$ cat src/rtl/machine_mode_types_1_12_pkg.sv
// Shared machine-mode trap types: sequencer states, trap kinds and the
// interrupt cause codes used by the trap sequencer and its priority encoder.
package machine_mode_types_1_12_pkg;

    typedef enum logic [1:0] {
        ST_IDLE,
        ST_FLUSH,
        ST_COMMIT,
        ST_REDIRECT
    } trap_state_e;

    typedef enum logic [1:0] {
        KIND_EXC,
        KIND_IRQ,
        KIND_MRET
    } trap_kind_e;

    localparam logic [3:0] IRQ_CODE_MEI = 4'd11;
    localparam logic [3:0] IRQ_CODE_MSI = 4'd3;
    localparam logic [3:0] IRQ_CODE_MTI = 4'd7;

endpackage

$ cat src/rtl/priv_1_12_irq_prio.sv
// Machine interrupt priority encoder: picks MEI over MSI over MTI among
// interrupts that are both pending and enabled. Bit order is {e, t, s}.
module priv_1_12_irq_prio
    import machine_mode_types_1_12_pkg::*;
(
    input  logic [2:0] pend,
    input  logic [2:0] en,
    output logic       valid,
    output logic [3:0] code
);

    logic [2:0] act;

    always_comb begin
        act   = pend & en;
        valid = |act;
        code  = 4'd0;
        if (act[2]) begin
            code = IRQ_CODE_MEI;
        end else if (act[0]) begin
            code = IRQ_CODE_MSI;
        end else if (act[1]) begin
            code = IRQ_CODE_MTI;
        end
    end

endmodule

$ cat src/rtl/priv_1_12_trap_seq.sv
// Machine-mode trap/MRET sequencer: IDLE -> FLUSH -> COMMIT -> REDIRECT.
// Define PRIV_VECTORED_IRQ_EN to honour vectored mtvec mode for interrupts.
module priv_1_12_trap_seq
    import machine_mode_types_1_12_pkg::*;
#(
    parameter int unsigned VEC_STRIDE = 4
) (
    input  logic        CLK,
    input  logic        nRST,
    input  logic        ex_req,
    input  logic [3:0]  ex_cause,
    input  logic [31:0] ex_epc,
    input  logic [31:0] ex_tval,
    input  logic        mret_req,
    input  logic [2:0]  irq_pend,
    input  logic [2:0]  irq_en,
    input  logic        mstatus_mie,
    input  logic        mstatus_mpie,
    input  logic        irq_ok,
    input  logic [31:0] irq_epc,
    input  logic [31:0] mtvec,
    input  logic [31:0] mepc,
    output logic        pipe_flush,
    output logic        busy,
    output logic        csr_trap_we,
    output logic        csr_mret_we,
    output logic [31:0] mepc_nxt,
    output logic [31:0] mcause_nxt,
    output logic [31:0] mtval_nxt,
    output logic        mie_nxt,
    output logic        mpie_nxt,
    output logic [31:0] new_pc,
    output logic        new_pc_valid,
    input  logic        pc_ack
);

    trap_state_e state_q, state_d;
    trap_kind_e  kind_q, kind_d;
    logic [3:0]  code_q, code_d;
    logic [31:0] epc_q, epc_d;
    logic [31:0] tval_q, tval_d;
    logic [31:0] tgt_q, tgt_d;
    logic        stat_q, stat_d;

    logic        irq_valid;
    logic [3:0]  irq_code;
    logic [31:0] tvec_base;
    logic [31:0] irq_tgt;
    logic        unused_low_bits;

    priv_1_12_irq_prio u_irq_prio (
        .pend  (irq_pend),
        .en    (irq_en),
        .valid (irq_valid),
        .code  (irq_code)
    );

    assign tvec_base       = {mtvec[31:2], 2'b00};
    assign unused_low_bits = ^{mepc[1:0], mtvec[1:0]};

`ifdef PRIV_VECTORED_IRQ_EN
    assign irq_tgt = (mtvec[1:0] == 2'b01)
                   ? tvec_base + (32'(VEC_STRIDE) * {28'd0, irq_code})
                   : tvec_base;
`else
    assign irq_tgt = tvec_base;
`endif

    always_ff @(posedge CLK or negedge nRST) begin
        if (!nRST) begin
            state_q <= ST_IDLE;
            kind_q  <= KIND_EXC;
            code_q  <= 4'd0;
            epc_q   <= 32'd0;
            tval_q  <= 32'd0;
            tgt_q   <= 32'd0;
            stat_q  <= 1'b0;
        end else begin
            state_q <= state_d;
            kind_q  <= kind_d;
            code_q  <= code_d;
            epc_q   <= epc_d;
            tval_q  <= tval_d;
            tgt_q   <= tgt_d;
            stat_q  <= stat_d;
        end
    end

    // stat_q holds mstatus.MIE for traps and mstatus.MPIE for MRET, sampled at selection.
    always_comb begin
        state_d      = state_q;
        kind_d       = kind_q;
        code_d       = code_q;
        epc_d        = epc_q;
        tval_d       = tval_q;
        tgt_d        = tgt_q;
        stat_d       = stat_q;
        pipe_flush   = 1'b0;
        csr_trap_we  = 1'b0;
        csr_mret_we  = 1'b0;
        mepc_nxt     = 32'd0;
        mcause_nxt   = 32'd0;
        mtval_nxt    = 32'd0;
        mie_nxt      = 1'b0;
        mpie_nxt     = 1'b0;
        new_pc       = 32'd0;
        new_pc_valid = 1'b0;

        case (state_q)
            ST_IDLE: begin
                if (ex_req) begin
                    state_d = ST_FLUSH;
                    kind_d  = KIND_EXC;
                    code_d  = ex_cause;
                    epc_d   = ex_epc;
                    tval_d  = ex_tval;
                    tgt_d   = tvec_base;
                    stat_d  = mstatus_mie;
                end else if (mstatus_mie && irq_ok && irq_valid) begin
                    state_d = ST_FLUSH;
                    kind_d  = KIND_IRQ;
                    code_d  = irq_code;
                    epc_d   = irq_epc;
                    tval_d  = 32'd0;
                    tgt_d   = irq_tgt;
                    stat_d  = mstatus_mie;
                end else if (mret_req) begin
                    state_d = ST_FLUSH;
                    kind_d  = KIND_MRET;
                    code_d  = 4'd0;
                    epc_d   = 32'd0;
                    tval_d  = 32'd0;
                    tgt_d   = {mepc[31:2], 2'b00};
                    stat_d  = mstatus_mpie;
                end
            end
            ST_FLUSH: begin
                pipe_flush = 1'b1;
                state_d    = ST_COMMIT;
            end
            ST_COMMIT: begin
                state_d = ST_REDIRECT;
                if (kind_q == KIND_MRET) begin
                    csr_mret_we = 1'b1;
                    mie_nxt     = stat_q;
                    mpie_nxt    = 1'b1;
                end else begin
                    csr_trap_we = 1'b1;
                    mepc_nxt    = epc_q;
                    mcause_nxt  = {(kind_q == KIND_IRQ), 27'd0, code_q};
                    mtval_nxt   = tval_q;
                    mie_nxt     = 1'b0;
                    mpie_nxt    = stat_q;
                end
            end
            ST_REDIRECT: begin
                new_pc_valid = 1'b1;
                new_pc       = tgt_q;
                if (pc_ack) begin
                    state_d = ST_IDLE;
                end
            end
            default: state_d = ST_IDLE;
        endcase
    end

    assign busy = (state_q != ST_IDLE);

endmodule

$ cat config.mk
export PLATFORM = sky130hd
export DESIGN_NAME = priv_1_12_trap_seq
export DESIGN_NICKNAME = d
export VERILOG_FILES = /design/src/rtl/machine_mode_types_1_12_pkg.sv /design/src/rtl/priv_1_12_irq_prio.sv /design/src/rtl/priv_1_12_trap_seq.sv
export SDC_FILE = /design/constraint.sdc
export NUM_CORES = 1
export LEC_CHECK = 0
export BUFFER_PORTS_ARGS = -buffer_cell sky130_fd_sc_hd__buf_2
export CORE_ASPECT_RATIO = 1.75
export CORE_MARGIN = 8
export CORE_UTILIZATION = 40
export CTS_BUF_LIST = sky130_fd_sc_hd__clkbuf_4 sky130_fd_sc_hd__clkbuf_8 sky130_fd_sc_hd__clkbuf_16
export CTS_CLUSTER_DIAMETER = 200
export DETAILED_ROUTE_END_ITERATION = 8
export PLACE_DENSITY = 0.77
export SYNTH_ARGS = -nofsm -noshare
export SYNTH_HDL_FRONTEND = slang
export SYNTH_SLANG_ARGS = --single-unit
export TNS_END_PERCENT = 50
$ cat constraint.sdc
create_clock -name CLK -period 1.84 [get_ports CLK]
set_input_delay 0.184 -clock CLK [delete_from_list [all_inputs] [get_ports CLK]]
set_output_delay 0.184 -clock CLK [all_outputs]
set_load 0.005 [all_outputs]
==> summary.md <==
| Metric | Value |
|---|---|
| Worst slew margin | `17.1%` |
| Crit end category | `output port` |
| Total negative slack | `-1.17 ns` |
| Sequential area share after synthesis | `47.8%` |
| Max-cap check violation count | `0` |
| Startpoint types | `flop` |
| WP buf/inv | `4` |
| Root Driver | `clkbuf_16` |
| Fraction of registers with async set/reset | `100%` |
| Total wire length | `19.1 mm` |
| Post-synth EDFFs | `0` |
| Max Clk Rate | `530 MHz` |
| Util after Layout | `59.1%` |
| Min Hold Slack | `0.0562 ns` |
| Count leader, synth | `nand2_1` |
| Post-synth top cells | `nand2_1, dfrtp_1, and2_1` |
| Longest Clk Path Bufs | `2` |
| Critical path's largest stage delay | `0.40 ns` |
| Port bufs | `279` |
| Worst IR drop on VDD | `708 uV` |
| Failing checks | `negative setup slack` |
| Critical path, cell by cell | `inv_2, ha_4, nor2b_4, buf_12, clkbuf_16, and2_4, buf_6` |
| Synth top area share | `47.8%` |
| Setup CP Type | `flop to output port` |
| Seq cells post-synth | `103` |
| Layout area overhead | `46.0%` |
| Share of cells above drive strength 1 | `44.0%` |
| Core area | `13,300 um^2` |
| Initial Util | `40.5%` |
| Die height | `170 um` |
| DRT antenna net count | `0` |
| CTS clk-pin slew, worst paths | `0.08 ns` |
| DRC viols | `0` |
| Vias | `5,239` |
| Main synth FF type | `dfrtp_1` |
| Clk sink count | `103` |
| Post-Syn Area | `5390 um^2` |
| Full die area | `17,600 um^2` |
| Hold Vio Cnt, Final | `0` |
| Drt pass-1 iters | `4` |
| Die width | `104 um` |
| Antenna violations before repair | `3` |
| Post-DP HPWL | `13.4 mm` |
| Final WS setup | `-0.0464 ns` |
| Setup Viol. Count Final | `48` |
| Vias/cell | `5.02` |
| Synth area leaders | `dfrtp_1, and2_1, nand2_1` |
| First-pass GRT wire length | `28.2 mm` |
| Slew @ Worst Pin | `1.24 ns` |
| Leak | `0.00428 uW` |
| Nets | `1,044` |
| Critical Path RT | `1.66 ns` |
| I/O pins | `313` |
| Fin crit share | `103%` |
| Final Max Slew Viols | `0` |
| TritonCTS clock tree | `done` |
| Overflow after GRT | `0` |
| Iter 0 DRT Violations | `236` |
| Inserted Clock Buffers | `9` |
| Average cell area after synthesis | `9.26 um^2` |
| Cell family with most CP delay | `buffers and inverters` |
| Ys Warns | `0` |
| Max FO, Critical Path | `8` |
| Largest net degree at the start of global routing | `104` |
| Post-Syn Instances | `582` |
| Htree depth | `3` |
| Post-synth cell types | `32` |
| Gpl congestion | `0.829` |
| Minimum clock period after layout | `1.89 ns` |
| Wire per inst | `18.3 um` |
| Placement row count | `56` |
| Status | `finished, violations left` |
| Clock Latency Late Sink | `0.35 ns` |
| RSZ-0062 raised after global routing | `true` |
| Slowest CP cell | `dfrtp_1` |
| Fillers | `1,166` |
| Total Routing Usage GR | `19.9%` |
| Pwr/cell area | `1320 nW/um^2` |
| Post-synth top area cell | `dfrtp_1` |
| Via count of the first global-routing pass | `5,337` |
| WP data arrival | `1.70 ns` |
| Worst hold path class | `primary input to flop` |
| Clock skew | `0.0109 ns` |
[registers in the layout, indices dropped and copies added (netlist names)]
name and cells:
epc_q 32, tval_q 32, tgt_q 30, code_q 4, kind_q 2, state_q 2
stat_q 1
[routing by layer]
layer	part of all wire [%]	global-route usage, %	vias to the layer above
met5	0	0	-
li1	-	-	2503
met3	6.4	5.89	41
met1	37	21.6	2467
met4	2.9	11.2	0
met2	53	33.9	228
[metrics by stage]
stage	std cells	power, uW	worst slack, ns	instance area, um^2
finish	1044	10400	-0.0464	7870
detailed placement	1009	7670	-0.171	6990
global route	1043	11200	-0.122	7870
global placement	1009	7510	-0.119	6990
floorplan	610	6000	0.0821	5500
CTS	1034	9900	-0.0565	7440
[cell type report]
type / instances / area (um^2) / share of cell area [%]
diodes: 4 / 10.0 / 0.127
clock buffers: 9 / 225 / 2.86
clock inverters: 7 / 66.3 / 0.843
inverters: 6 / 22.5 / 0.286
multi-input cells: 423 / 2580 / 32.8
flip-flops and latches: 103 / 2580 / 32.8
well taps: 174 / 218 / 2.77
repair buffers: 318 / 2170 / 27.6
[power breakdown]
| group | internal [uW] | switching (uW) | total, uW |
|---|---|---|---|
| Combinational | 2470 | 2350 | 4820 |
| Clock | 950 | 920 | 1870 |
| Sequential | 3230 | 490 | 3720 |
| Total | 6640 | 3760 | 10400 |
[worst register-to-register path, cell delays in order (launching register included)]
cell,delay (ns)
dfrtp_1,0.42
buf_4,0.16
inv_2,0.08
ha_4,0.17
o211ai_1,0.17
clkbuf_16,0.25
a221o_1,0.40
[final timing paths]
path | from | endpoint | slack (ns) | depth (start not counted)
worst max-delay path | state_q[0] | mtval_nxt[9] | -0.05 | 7
max in group asynchronous | nRST | epc_q[29] | 0.98 | 3
worst min register to register | tval_q[16] | tval_q[16] | 0.46 | 2
worst min-delay path | ex_tval[6] | tval_q[6] | 0.06 | 3
worst max register to register | state_q[1] | tgt_q[29] | 0.09 | 6
min in group asynchronous | nRST | epc_q[3] | 0.44 | 3
[layout by cell type (no fill, tap or decap), types with 2 or more instances in the layout]
master	count
buf_4	20
a22o_1	2
a211o_1	2
inv_2	2
buf_12	10
o21ai_0	37
inv_1	4
nand3_1	32
inv_6	2
ha_1	2
ha_4	2
buf_2	241
a221o_1	30
conb_1	29
and3_1	32
and2_4	36
dfrtp_1	103
and2_1	63
clkbuf_16	14
a22oi_1	33
nor2_2	2
buf_6	40
diode_2	4
nand2_1	104
a21oi_1	3
[repair_timing]
item,4_1_cts,5_1_grt
endpoints found under the hold margin,103,0
buffers inserted,6,1
endpoints found under the setup margin,69,101
pin swaps,5,35
hold buffers,1,0
gates cloned,2,6
gates resized for setup,12,74
[logic make-up (layout without fill, tap and decap cells)]
logic type	count (synthesis)	after routing	synth area share (%)
simple gates	273	273	26.0
compound gates	114	114	15.7
flops	103	103	47.8
buf+inv	84	340	8.80
fa+ha+maj	5	5	1.16
mux	2	2	0.395
other cells	1	33	0.0696
(Power assumes the default switching activity.)
